<file path="src/rtl/serial_io_expander.sv">
// Serial I/O expander: shifts a word out to a latch chain while reading a
// parallel-in chain over one shared serial clock.
module serial_io_expander #(
   parameter int WIDTH     = 16,
   parameter int DIV       = 4,
   parameter int MSB_FIRST = 1,
   parameter int MODE      = 0
) (
   input  logic             i_CLK,
   input  logic             i_RESET,
   input  logic [WIDTH-1:0] i_Data,
   input  logic             i_Start,
   input  logic             i_SerData,
   output logic             o_SerData,
   output logic             o_SerCLK,
   output logic             o_OutLatch,
   output logic             o_InLoad,
   output logic [WIDTH-1:0] o_Parallel,
   output logic             o_Valid,
   output logic             o_Busy
);

   localparam int DW = (DIV > 1) ? $clog2(DIV) : 1;
   localparam int CW = $clog2(WIDTH + 1);

   typedef enum logic [1:0] {
      IDLE,
      LOAD,
      SHIFT,
      LATCH
   } state_t;

   state_t           state_q, state_d;
   logic [DW-1:0]    div_q, div_d;
   logic [CW-1:0]    cnt_q, cnt_d;
   logic [WIDTH-1:0] tx_q, tx_d;
   logic [WIDTH-1:0] rx_q, rx_d;
   logic [WIDTH-1:0] last_q, last_d;
   logic [WIDTH-1:0] par_q, par_d;
   logic             sclk_q, sclk_d;
   logic             sdat_q, sdat_d;
   logic             latch_q, latch_d;
   logic             inld_q, inld_d;
   logic             valid_q, valid_d;
   logic             busy_q, busy_d;
   logic             pend_q, pend_d;
   logic             first_q, first_d;

   logic             tick;
   logic             go;
   logic             tx_bit;
   logic [WIDTH-1:0] tx_shift;
   logic [WIDTH-1:0] rx_shift;

   assign tick = (div_q == DW'(DIV - 1));

   // A frame is due on every pass in continuous mode, otherwise only on
   // the first frame, a pending request or a changed word.
   assign go = (MODE == 0) || first_q || pend_q || (i_Data != last_q);

   assign tx_bit   = (MSB_FIRST != 0) ? tx_q[WIDTH-1] : tx_q[0];
   assign tx_shift = (MSB_FIRST != 0) ? {tx_q[WIDTH-2:0], 1'b0}
                                      : {1'b0, tx_q[WIDTH-1:1]};
   assign rx_shift = (MSB_FIRST != 0) ? {rx_q[WIDTH-2:0], i_SerData}
                                      : {i_SerData, rx_q[WIDTH-1:1]};

   always_comb begin
      state_d = state_q;
      div_d   = tick ? '0 : div_q + DW'(1);
      cnt_d   = cnt_q;
      tx_d    = tx_q;
      rx_d    = rx_q;
      last_d  = last_q;
      par_d   = par_q;
      sclk_d  = sclk_q;
      sdat_d  = sdat_q;
      latch_d = latch_q;
      inld_d  = inld_q;
      valid_d = 1'b0;
      busy_d  = busy_q;
      first_d = first_q;
      pend_d  = pend_q | i_Start;
      if (tick) begin
         unique case (state_q)
            IDLE: begin
               if (go) begin
                  state_d = LOAD;
                  inld_d  = 1'b0;
                  busy_d  = 1'b1;
                  tx_d    = i_Data;
                  last_d  = i_Data;
                  pend_d  = 1'b0;
                  first_d = 1'b0;
               end
            end
            LOAD: begin
               state_d = SHIFT;
               inld_d  = 1'b1;
               sdat_d  = tx_bit;
               tx_d    = tx_shift;
               cnt_d   = '0;
            end
            SHIFT: begin
               if (!sclk_q) begin
                  sclk_d = 1'b1;
                  rx_d   = rx_shift;
                  cnt_d  = cnt_q + CW'(1);
               end else begin
                  sclk_d = 1'b0;
                  if (cnt_q == CW'(WIDTH)) begin
                     state_d = LATCH;
                     sdat_d  = 1'b0;
                     latch_d = 1'b1;
                     par_d   = rx_q;
                     valid_d = 1'b1;
                  end else begin
                     sdat_d = tx_bit;
                     tx_d   = tx_shift;
                  end
               end
            end
            LATCH: begin
               state_d = IDLE;
               latch_d = 1'b0;
               busy_d  = 1'b0;
            end
         endcase
      end
   end

   always_ff @(posedge i_CLK or negedge i_RESET) begin
      if (!i_RESET) begin
         state_q <= IDLE;
         div_q   <= '0;
         cnt_q   <= '0;
         tx_q    <= '0;
         rx_q    <= '0;
         last_q  <= '0;
         par_q   <= '0;
         sclk_q  <= 1'b0;
         sdat_q  <= 1'b0;
         latch_q <= 1'b0;
         inld_q  <= 1'b1;
         valid_q <= 1'b0;
         busy_q  <= 1'b0;
         pend_q  <= 1'b0;
         first_q <= 1'b1;
      end else begin
         state_q <= state_d;
         div_q   <= div_d;
         cnt_q   <= cnt_d;
         tx_q    <= tx_d;
         rx_q    <= rx_d;
         last_q  <= last_d;
         par_q   <= par_d;
         sclk_q  <= sclk_d;
         sdat_q  <= sdat_d;
         latch_q <= latch_d;
         inld_q  <= inld_d;
         valid_q <= valid_d;
         busy_q  <= busy_d;
         pend_q  <= pend_d;
         first_q <= first_d;
      end
   end

   assign o_SerData  = sdat_q;
   assign o_SerCLK   = sclk_q;
   assign o_OutLatch = latch_q;
   assign o_InLoad   = inld_q;
   assign o_Parallel = par_q;
   assign o_Valid    = valid_q;
   assign o_Busy     = busy_q;

endmodule

</file>
<file path="config.mk">
export PLATFORM = sky130hd
export DESIGN_NAME = serial_io_expander
export DESIGN_NICKNAME = d
export VERILOG_FILES = /design/src/rtl/serial_io_expander.sv
export SDC_FILE = /design/constraint.sdc
export NUM_CORES = 1
export LEC_CHECK = 0
export ABC_CLOCK_PERIOD_IN_PS = 2000
export CORE_ASPECT_RATIO = 0.6
export CORE_MARGIN = 4
export CORE_UTILIZATION = 48
export DETAILED_ROUTE_END_ITERATION = 8
export PLACE_DENSITY = 0.85
export SETUP_SLACK_MARGIN = 0.02
export SLEW_MARGIN = 20
export SYNTH_ARGS = -nofsm -noshare
export SYNTH_HDL_FRONTEND = slang
export SYNTH_SLANG_ARGS = --single-unit
</file>
<file path="constraint.sdc">
create_clock -name i_CLK -period 2 [get_ports i_CLK]
set_input_delay 0.2 -clock i_CLK [delete_from_list [all_inputs] [get_ports i_CLK]]
set_output_delay 0.2 -clock i_CLK [all_outputs]
set_load 0.05 [all_outputs]
</file>
==> run_results.csv <==
group,metric,value,unit
status,status,"finished clean",
die,core_area,5597,sq um
route,wirelength,5089,um
sta,finalSetupTns,0,ns
logic_synthesis,yosys_warnings,0,
route,vias,1771,
route,ant_nets,0,
worst_setup_path,r2r_cells,6,
clocking,clock_path_buffers,2,
worst_setup_path,path_buf_inv,1,
worst_setup_path,cpMaxStageDelayCell,"clkdlybuf4s50_1",
worst_setup_path,r2r-start,"cnt_q[0]",
die,start_util,49.94,%
die,dieWidth,106.5,um
logic_synthesis,synth_fa_ha_area_share,3.133,%
global_route,grt_pass1_vias,1762,
sta,fin_hold_ws,0.4015,ns
die,fp.dieArea,7148,sq um
sta,timing.final.crit_share,95.41,%
global_route,grt_first_pass_wirelength,8597,um
route,drtPass1Iterations,5,
sta,relSlewSlack,58.83,%
sta,max_freq,0.5240,GHz
worst_setup_path,endpoint_kind,"output pin",
job,drv_cap,0,
logic_synthesis,synth_top_family_by_area,"multiplexers",
global_route,antenna_found_initial,0,
sta,fin_ws,0.09178,ns
logic_synthesis,synth_area,2795,sq um
cells_and_area,diodes,0,
worst_setup_path,startpoint_type,"flip-flop",
clocking,clock_latency,0.34,ns
worst_setup_path,endpoint,"o_SerCLK",
logic_synthesis,synth-compound-area-share,2.686,%
placement,pre_cts_ws,0.1422,ns
cells_and_area,nets,301,
placement,dp.cells,342,
clocking,path_clk_slew,0.08,ns
clocking,cts_tree,"built",
cells_and_area,stdcell_count,359,
sta,maxSlewViolCount,0,
logic_synthesis,synth.most_common_cell,"dfrtp_1",
die,core.rowCount,21,
logic_synthesis,synthTopCellsByArea,"dfrtp_1, mux2_2, nand2_1",
logic_synthesis,synth_ff_type,"dfrtp_1",
sta,hold_violations,0,
clocking,clock_sinks,63,
logic_synthesis,synth_common_cells,"dfrtp_1, nand2_1, mux2_2",
logic_synthesis,synth_edf_count,0,
sta,setup_viol,0,
logic_synthesis,synth_seq_area_share,56.45,%
route,wl_per_cell,14.18,um
logic_synthesis,synth_top_area_share,55.51,%
route,vias_per_cell,4.933,
clocking,cts_buffers,9,
worst_setup_path,crit_path_start,"o_SerCLK",
hold_path,min-delay-path-class,"input pin to asynchronous set/reset pin",
clocking,cts_htree_levels,3,
logic_synthesis,synth-simple-area-share,12.80,%
placement,dpl.hpwl,3588,um
power_and_ir_drop,p_leak,1.719,nW
logic_synthesis,avgSynthCellArea,12.37,sq um
logic_synthesis,synth.area.mux_share,20.90,%
worst_setup_path,critical_path_cell_count,1,
worst_setup_path,crit_type,"flip-flop to output pin",
logic_synthesis,syn_inst,226,
logic_synthesis,synth_xor_area_share,0.9400,%
sta,fin_worst_skew,0.01164,ns
power_and_ir_drop,ir_drop,0.0003901,V
worst_setup_path,reg2reg_to,"state_q[1]",
worst_setup_path,slowest_delay,0.86,ns
worst_setup_path,r2r_setup_slack,0.21,ns
route,drt-initial-drc-count,78,
global_route,grt_overflow,0,
route,drcViolationCount,0,
logic_synthesis,syn_nets,253,
worst_setup_path,path_max_fanout,8,
sta,worstMarginPinSlew,0.6175,ns
logic_synthesis,synth.distinct_cells,29,
global_route,grt_max_degree,31,
global_route,grt.total_usage,15.92,%
cells_and_area,syn2layout_area_growth,27.04,%
sta,rsz0062_at_grt,"no",
die,io_pins,42,
power_and_ir_drop,p_per_area,747.0,nW/um^2
worst_setup_path,cp.required,1.80,ns
clocking,root_buffer,"clkbuf_8",
cells_and_area,drive_gt1_share,27.24,%
logic_synthesis,synthArstFlopShare,100.0,%
worst_setup_path,arrival,1.71,ns
die,dieHeight,67.11,um
placement,routabilityCongestion,0.7694,
logic_synthesis,netlist.top_cell.by_area,"dfrtp_1",
sta,period_needed,1.908,ns
placement,port_buffers,40,
cells_and_area,utilization,63.45,%
worst_setup_path,cp_top_family,"buffers and inverters",
worst_setup_path,cp_cell_sequence,"clkdlybuf4s50_1",
logic_synthesis,synth_seq_cells,63,
[cell usage in the layout (no fill, tap or decap), types with 6 or more instances in the layout]
master	synthesis	layout
dfrtp_1	62	62
nand2_1	60	60
mux2_2	39	39
clkdlybuf4s50_1	0	39
clkbuf_8	0	10
mux2_4	9	9
ha_1	7	7
inv_1	6	6
nor2_1	6	6
[sequential cells by signal (all words and copies together) (netlist names), 2 cells and up]
register    cells
rx_q           16
div_q           2
tx_q           16
cnt_q           5
state_q         2
o_Parallel     16
[routing by layer]
layer	routed length (um)	global-route usage, %
met5	0	0
met4	49	5.423
met1	2289	20.44
met2	2344	23.90
met3	404	7.551
[power breakdown]
group,internal (mW),switching (mW)
registers,1.29,0.00925
logic,0.0544,0.0414
clock network,0.741,0.516
total,2.09,0.567
[area by class of cell]
cell class              count  area, sq um
clock buffers              10        137.6
clock inverters             6        93.84
multi-input cells         147         1131
flip-flops and latches     63         1578
fillers                   469         2046
inverters                   6        22.52
well taps                  80        100.1
repair buffers             47        488.0
[cell families (layout without fill, tap and decap cells)]
family / after synthesis / in the layout
AND/OR/NAND/NOR: 77 / 77
flip-flops: 63 / 63
multiplexers: 49 / 49
buffers and inverters: 16 / 69
AO/OA/AOI/OAI: 11 / 11
adder cells (fa/ha/maj): 7 / 7
XOR/XNOR: 3 / 3
[metrics by stage]
step	cell area (sq um)	total power, mW
after floorplan	2795	1.347
after global placement	3309	1.417
after detailed placement	3309	1.421
after CTS	3551	2.684
after global routing	3551	2.754
final	3551	2.652
[how the worst min path moves through the flow]
stage,slack (ns),to,start,cells after the start
final,0.40,o_Parallel[13],i_RESET,2
after global placement,0.25,o_Parallel[1],i_RESET,1
after floorplan,-0.1,cnt_q[0],i_RESET,0
after CTS,0.39,rx_q[0],i_SerData,3
after detailed placement,0.25,o_Parallel[1],i_RESET,1
after global routing,0.39,rx_q[0],i_SerData,3
[timing repair]
| action | 4_1_cts | 5_1_grt |
|---|---|---|
| hold buffers | 1 | 0 |
| buffers inserted | 0 | 0 |
| setup endpoints to repair | 0 | 2 |
| hold endpoints to repair | 26 | 0 |
| gates resized for setup | 0 | 1 |
Power figures use the tool's default switching activity.
